### src/rtl/dmem_arbiter.sv
// Two-port arbiter and 1-4 beat burst sequencer for the word-addressed data memory.
// Define DMARB_RR_EN for round-robin tie-break; otherwise port 0 has fixed priority.
module dmem_arbiter #(
    parameter int ADDR_W = 32,
    parameter int DATA_W = 32
) (
    input  logic              clk,
    input  logic              rst_n,
    input  logic              req0_valid,
    output logic              req0_ready,
    input  logic              req0_we,
    input  logic [ADDR_W-1:0] req0_addr,
    input  logic [1:0]        req0_len,
    input  logic [DATA_W-1:0] req0_wdata,
    output logic              beat0,
    output logic              rsp0_valid,
    output logic [DATA_W-1:0] rsp0_rdata,
    input  logic              req1_valid,
    output logic              req1_ready,
    input  logic              req1_we,
    input  logic [ADDR_W-1:0] req1_addr,
    input  logic [1:0]        req1_len,
    input  logic [DATA_W-1:0] req1_wdata,
    output logic              beat1,
    output logic              rsp1_valid,
    output logic [DATA_W-1:0] rsp1_rdata,
    output logic [ADDR_W-1:0] mem_addr,
    output logic              mem_we,
    output logic [DATA_W-1:0] mem_wdata,
    input  logic [DATA_W-1:0] mem_rdata
);

    localparam logic [0:0] S_IDLE  = 1'b0;
    localparam logic [0:0] S_BURST = 1'b1;

    logic [0:0]        state_q, state_d;
    logic              owner_q, owner_d;
    logic              we_q, we_d;
    logic [ADDR_W-1:0] base_q, base_d;
    logic [1:0]        len_q, len_d;
    logic [1:0]        cnt_q, cnt_d;
    logic              rsp0_valid_q, rsp0_valid_d;
    logic              rsp1_valid_q, rsp1_valid_d;
    logic [DATA_W-1:0] rsp0_rdata_q, rsp0_rdata_d;
    logic [DATA_W-1:0] rsp1_rdata_q, rsp1_rdata_d;

    logic              idle, burst, pick1;
    logic [DATA_W-1:0] rd_beat;
    logic              unused_addr_lsbs;

    assign unused_addr_lsbs = ^{req0_addr[1:0], req1_addr[1:0]};

    assign idle  = (state_q == S_IDLE);
    assign burst = (state_q == S_BURST);

`ifdef DMARB_RR_EN
    logic last_q, last_d;
    // last_q names the previous winner; a tie goes to the other port
    assign pick1 = req1_valid & (~req0_valid | ~last_q);
`else
    assign pick1 = req1_valid & ~req0_valid;
`endif

    assign req0_ready = rst_n & idle & req0_valid & ~pick1;
    assign req1_ready = rst_n & idle & pick1;

    assign beat0 = burst & ~owner_q;
    assign beat1 = burst & owner_q;

    assign mem_addr  = burst ? base_q + {{(ADDR_W-4){1'b0}}, cnt_q, 2'b00}
                             : '0;
    assign mem_we    = burst & we_q;
    assign mem_wdata = burst ? (owner_q ? req1_wdata : req0_wdata) : '0;
    assign rd_beat   = (burst & ~we_q) ? mem_rdata : '0;

    assign rsp0_valid = rsp0_valid_q;
    assign rsp1_valid = rsp1_valid_q;
    assign rsp0_rdata = rsp0_rdata_q;
    assign rsp1_rdata = rsp1_rdata_q;

    always_comb begin
        state_d      = state_q;
        owner_d      = owner_q;
        we_d         = we_q;
        base_d       = base_q;
        len_d        = len_q;
        cnt_d        = cnt_q;
`ifdef DMARB_RR_EN
        last_d       = last_q;
`endif
        rsp0_valid_d = beat0;
        rsp1_valid_d = beat1;
        rsp0_rdata_d = beat0 ? rd_beat : '0;
        rsp1_rdata_d = beat1 ? rd_beat : '0;
        unique case (1'b1)
            idle: begin
                if (req0_valid | req1_valid) begin
                    state_d = S_BURST;
                    owner_d = pick1;
                    we_d    = pick1 ? req1_we : req0_we;
                    base_d  = pick1 ? {req1_addr[ADDR_W-1:2], 2'b00}
                                    : {req0_addr[ADDR_W-1:2], 2'b00};
                    len_d   = pick1 ? req1_len : req0_len;
                    cnt_d   = 2'd0;
`ifdef DMARB_RR_EN
                    last_d  = pick1;
`endif
                end
            end
            burst: begin
                cnt_d = cnt_q + 2'd1;
                if (cnt_q == len_q) begin
                    state_d = S_IDLE;
                end
            end
        endcase
    end

    always_ff @(posedge clk or negedge rst_n) begin
        if (!rst_n) begin
            state_q      <= S_IDLE;
            owner_q      <= 1'b0;
            we_q         <= 1'b0;
            base_q       <= '0;
            len_q        <= 2'd0;
            cnt_q        <= 2'd0;
            rsp0_valid_q <= 1'b0;
            rsp1_valid_q <= 1'b0;
            rsp0_rdata_q <= '0;
            rsp1_rdata_q <= '0;
        end else begin
            state_q      <= state_d;
            owner_q      <= owner_d;
            we_q         <= we_d;
            base_q       <= base_d;
            len_q        <= len_d;
            cnt_q        <= cnt_d;
            rsp0_valid_q <= rsp0_valid_d;
            rsp1_valid_q <= rsp1_valid_d;
            rsp0_rdata_q <= rsp0_rdata_d;
            rsp1_rdata_q <= rsp1_rdata_d;
        end
    end

`ifdef DMARB_RR_EN
    always_ff @(posedge clk or negedge rst_n) begin
        if (!rst_n) begin
            last_q <= 1'b1;
        end else begin
            last_q <= last_d;
        end
    end
`endif

endmodule

### config.mk
export PLATFORM = sky130hd
export DESIGN_NAME = dmem_arbiter
export DESIGN_NICKNAME = d
export VERILOG_FILES = /design/src/rtl/dmem_arbiter.sv
export SDC_FILE = /design/constraint.sdc
export NUM_CORES = 1
export LEC_CHECK = 0
export CAP_MARGIN = 20
export CORE_AREA = 2 2 119 121
export CTS_CLUSTER_DIAMETER = 100
export DETAILED_ROUTE_END_ITERATION = 12
export DIE_AREA = 0 0 121 123
export PLACE_DENSITY = 0.81
export RECOVER_POWER = 25
export SETUP_SLACK_MARGIN = 0.05
export SYNTH_ARGS = -nofsm -noshare
export SYNTH_HDL_FRONTEND = slang
export SYNTH_SLANG_ARGS = --single-unit
export TNS_END_PERCENT = 20
### constraint.sdc
create_clock -name clk -period 3.6 [get_ports clk]
set_input_delay 0.72 -clock clk [delete_from_list [all_inputs] [get_ports clk]]
set_output_delay 0.72 -clock clk [all_outputs]
set_load 0.01 [all_outputs]
# Word level (Yosys, flattened, before mapping)
# Index checks and enable logic that the tools add are counted.
[classes]
n_bitwise = 15
mux = 14
addsub = 2
eq_ne = 2
reduce_logical = 1
[ops]
columns = ["op", "n"]
rows = [
  ["two-way mux 32 bit", 7],
  ["adder 32 x 4 -> 32 bit", 1],
  ["AND 1 bit", 9],
  ["NOT 1 bit", 5],
  ["two-way mux 2 bit", 2],
  ["case mux 2 bit (2 select lines)", 1],
  ["two-way mux 1 bit", 3],
  ["adder 2 x 1 -> 2 bit, second input constant", 1],
  ["== test 2 bit", 1],
  ["!= test 2 x 1 -> 1 bit, second input constant", 1],
  ["case mux 1 bit (2 select lines)", 1],
  ["AND reduction 2 bit", 1],
  ["OR 1 bit", 1],
]
[word_totals]
input_bits = 170
register_bits = 105

# Logic depth before layout (Yosys ltp)
[logic_depth]
ltp_word = 4
ltp_mapped = 7

# Worst setup path before layout
# OpenSTA, ideal clock, no wires.
[synth_path]
kind = "flip-flop to output port"
start = "register cnt_q[0]"
end = "output mem_addr[28]"
path_stages_with_launch = 7
t_required_ns = 2.880
arrival_ns = 1.866
setup_slack_ns = 1.014
path_cell_list = "dfrtp_1 ha_1 fa_1 and4_1 nand3_2 or4_1 a21oi_1"
[synth_via]
elab_chain_len = 2
[synth_rtl]
columns = ["item", "line", "rtl"]
rows = [
  ["start: declaration", "41", "logic [1:0] cnt_q, cnt_d;"],
  ["start signal: assignment", "137", "cnt_q <= cnt_d;"],
  ["adder 32 x 4 -> 32 bit", "70", "assign mem_addr = burst ? base_q + {{(ADDR_W-4){1'b0}}, cnt_q, 2'b00}"],
  ["two-way mux 32 bit", "70", ""],
  ["end: declaration", "27", "output logic [ADDR_W-1:0] mem_addr,"],
]
# No other way between the ends.

# Worst setup path in the final report
[layout_path]
start = "register cnt_q[1]"
end = "output mem_addr[23]"
# The elaborated chain is that of the path after synthesis.

==> results_dict.tcl <==
set metrics [dict create \
    design_area_mm2 0.008663 \
    ys_seq_elements 103 \
    crit_type "flop to output port" \
    synthToLayoutAreaGrowth_pct 67.85 \
    synthArstFlopShare_pct 100.0 \
    insertion_delay_ns 0.34 \
    ys_seq_area_share_pct 49.94 \
    peakVddDrop_uv 403.1 \
    synth_area_mm2 0.005161 \
    finalCriticalPeriod_ns 3.516 \
    dieArea_mm2 0.01488 \
    initial_core_util_pct 37.92 \
    dr.pass1.iters 4 \
    endpoint_kind "output port" \
    power_density_mw_per_mm2 690.9 \
    cp.arrival_ns 2.80 \
    cts_hold_buffers 0 \
    cts_root_buf "clkbuf_16" \
    crit_required_ns 2.88 \
    postRouteAntennaNets 0 \
    status "complete, but fails checks" \
    power_leakage_nw 3.723 \
    finalHoldViolCount 0 \
    die_w_um 121 \
    grt_pass1_wl_um 26210 \
    diodes 0 \
    hpwl_um 13210 \
    maxCapViolations 1 \
    overflow 0 \
    avgRoutedWirePerCell_um 17.49 \
    cts_sinks 103 \
    place_area_mm2 0.008295 \
    hp-class "flop to flop" \
    fin_nets 968 \
    yosysMostFrequentCell "dfrtp_1" \
    worstPathMaxFanout 10 \
    finClkSkew_ns 0.004213 \
    yosys.area.top_type_share_pct 49.94 \
    synth_common_cells "103 x dfrtp_1, 71 x and2_1, 66 x mux2i_1, 43 x nand2_1, 43 x nor2_1" \
    tightestPinTransition_ns 1.879 \
    remaining_drc_errors 0 \
    fmax_mhz 284.4 \
    antenna_found_initial 0 \
    synth_area_per_cell_um2 10.12 \
    grt_max_degree 70 \
    fillerInstances 1070 \
    yosys_warnings 0 \
    track_usage_pct 22.92 \
    fp.dieH_um 123 \
    tritoncts "done" \
    grt_pass1_vias 5030 \
    synth_cells 510 \
    viasPerCell 4.949 \
    max_slew_margin_pct -25.25 \
    gp_congestion 0.8179 \
    drv_slew 38 \
    clkTransAtPathRegs_ns 0.08 \
    synth_area_leaders "dfrtp_1 50%, mux2i_1 13%, and2_1 8.6%" \
    drt_iter0_drc 266 \
    synth_edf_count 0 \
    ys.flop_type "dfrtp_1" \
    drive_gt1_share_pct 5.375 \
    vias 4850 \
    setup_violations 0 \
    portBuffers 298 \
    htreeDepth 3 \
    utilization_pct 63.65 \
    cts-buffers-inserted 9 \
    routed_wl_um 17140 \
    yosysUniqueCellTypes 43 \
    clock_tree.buffer_depth 2 \
    io_pins 305 \
    violations "capacitance limit, slew limit" \
    critPathLaunchType "flop" \
    post-route-period-util_pct 97.68 \
    rows 43 \
    yosys.area.top_type "dfrtp_1" \
    rsz0062_at_grt "true" \
    core_area_mm2 0.01361 \
]
[cell type report]
cell class	instances	area, um^2	share of cell area (%)
timing repair buffer	309	3068	35.41
sequential	103	2577	29.75
multi-input combinational	370	2459	28.38
clock buffer	9	225.2	2.600
tap	180	225.2	2.600
clock inverter	7	101.3	1.170
inverter	2	7.507	0.08666
[critical path, stage by stage (launching register included)]
cell and delay [ns]:
dfrtp_1 0.46, ha_1 0.36, a21o_2 0.24, nand3_4 0.15, or4_1 0.49, a21oi_1 0.17, clkdlybuf4s50_1 0.58
[through the flow]
stage                     power [mW]  setup TNS, ns  worst slack [ns]  hold slack, ns  instances
final                          5.986              0           0.08366          0.5034        980
after global routing           6.389        -0.8336          -0.04657          0.5687        980
after CTS                      6.052              0           0.05060          0.4748        980
after detailed placement       4.969              0            0.2113          0.4958        962
after global placement         4.877              0            0.2583          0.4725        962
after floorplan                3.277              0             1.014          0.4244        511
[power by group]
| part | total [mW] | internal, mW | switching, mW |
|---|---|---|---|
| registers | 1.92 | 1.55 | 0.376 |
| clock network | 1.04 | 0.564 | 0.477 |
| logic | 3.02 | 1.62 | 1.40 |
| total | 5.99 | 3.74 | 2.25 |
[path summary, 6_finish.rpt]
check / start / endpoint / slack [ns] / cells after the start
min in group asynchronous: rst_n / rsp1_rdata[10] / 1.22 / 2
worst min-delay path: len_q[1] / len_q[1] / 0.50 / 2
worst max register to register: owner_q / rsp1_rdata[1] / 1.49 / 3
max in group asynchronous: rst_n / base_q[31] / 0.47 / 3
worst min register to register: len_q[1] / len_q[1] / 0.50 / 2
worst max-delay path: cnt_q[1] / mem_addr[23] / 0.08 / 6
[state kept, by name, summed over array words and instances (netlist names), 2 cells and up]
name / count
cnt_q: 2
base_q: 30
len_q: 2
rsp0_rdata: 32
rsp1_rdata: 32
[placed cells by master (no fill, tap or decap), drive strengths merged, types with 11 or more instances in the layout]
cell type,n
a21oi,16
and2,71
clkbuf,12
clkdlybuf4s50,292
dfrtp,103
mux2i,66
nand2,44
nand3,11
nand4,11
nor2,43
o21ai,41
[layer usage]
metal	global-route usage, %	share of wire, %
met1	24.16	34
met3	8.118	11
met2	42.35	53
met5	0	0
met4	7.776	1.6
[repair_timing]
item                       CTS  global route
setup buffers                2             0
gates resized for setup      5             7
setup endpoints to repair   11            12
[cells by family after synthesis]
kind of cell | Yosys count | share of synthesized area, %
simple gates | 212 | 22.47
fa+ha+maj | 3 | 0.8727
flops | 103 | 49.94
buf+inv | 38 | 3.490
mux | 66 | 12.80
xor+xnor | 13 | 2.206
other cells | 1 | 0.07266
compound gates | 74 | 8.146
No activity file was read; power rests on OpenSTA's default activity.
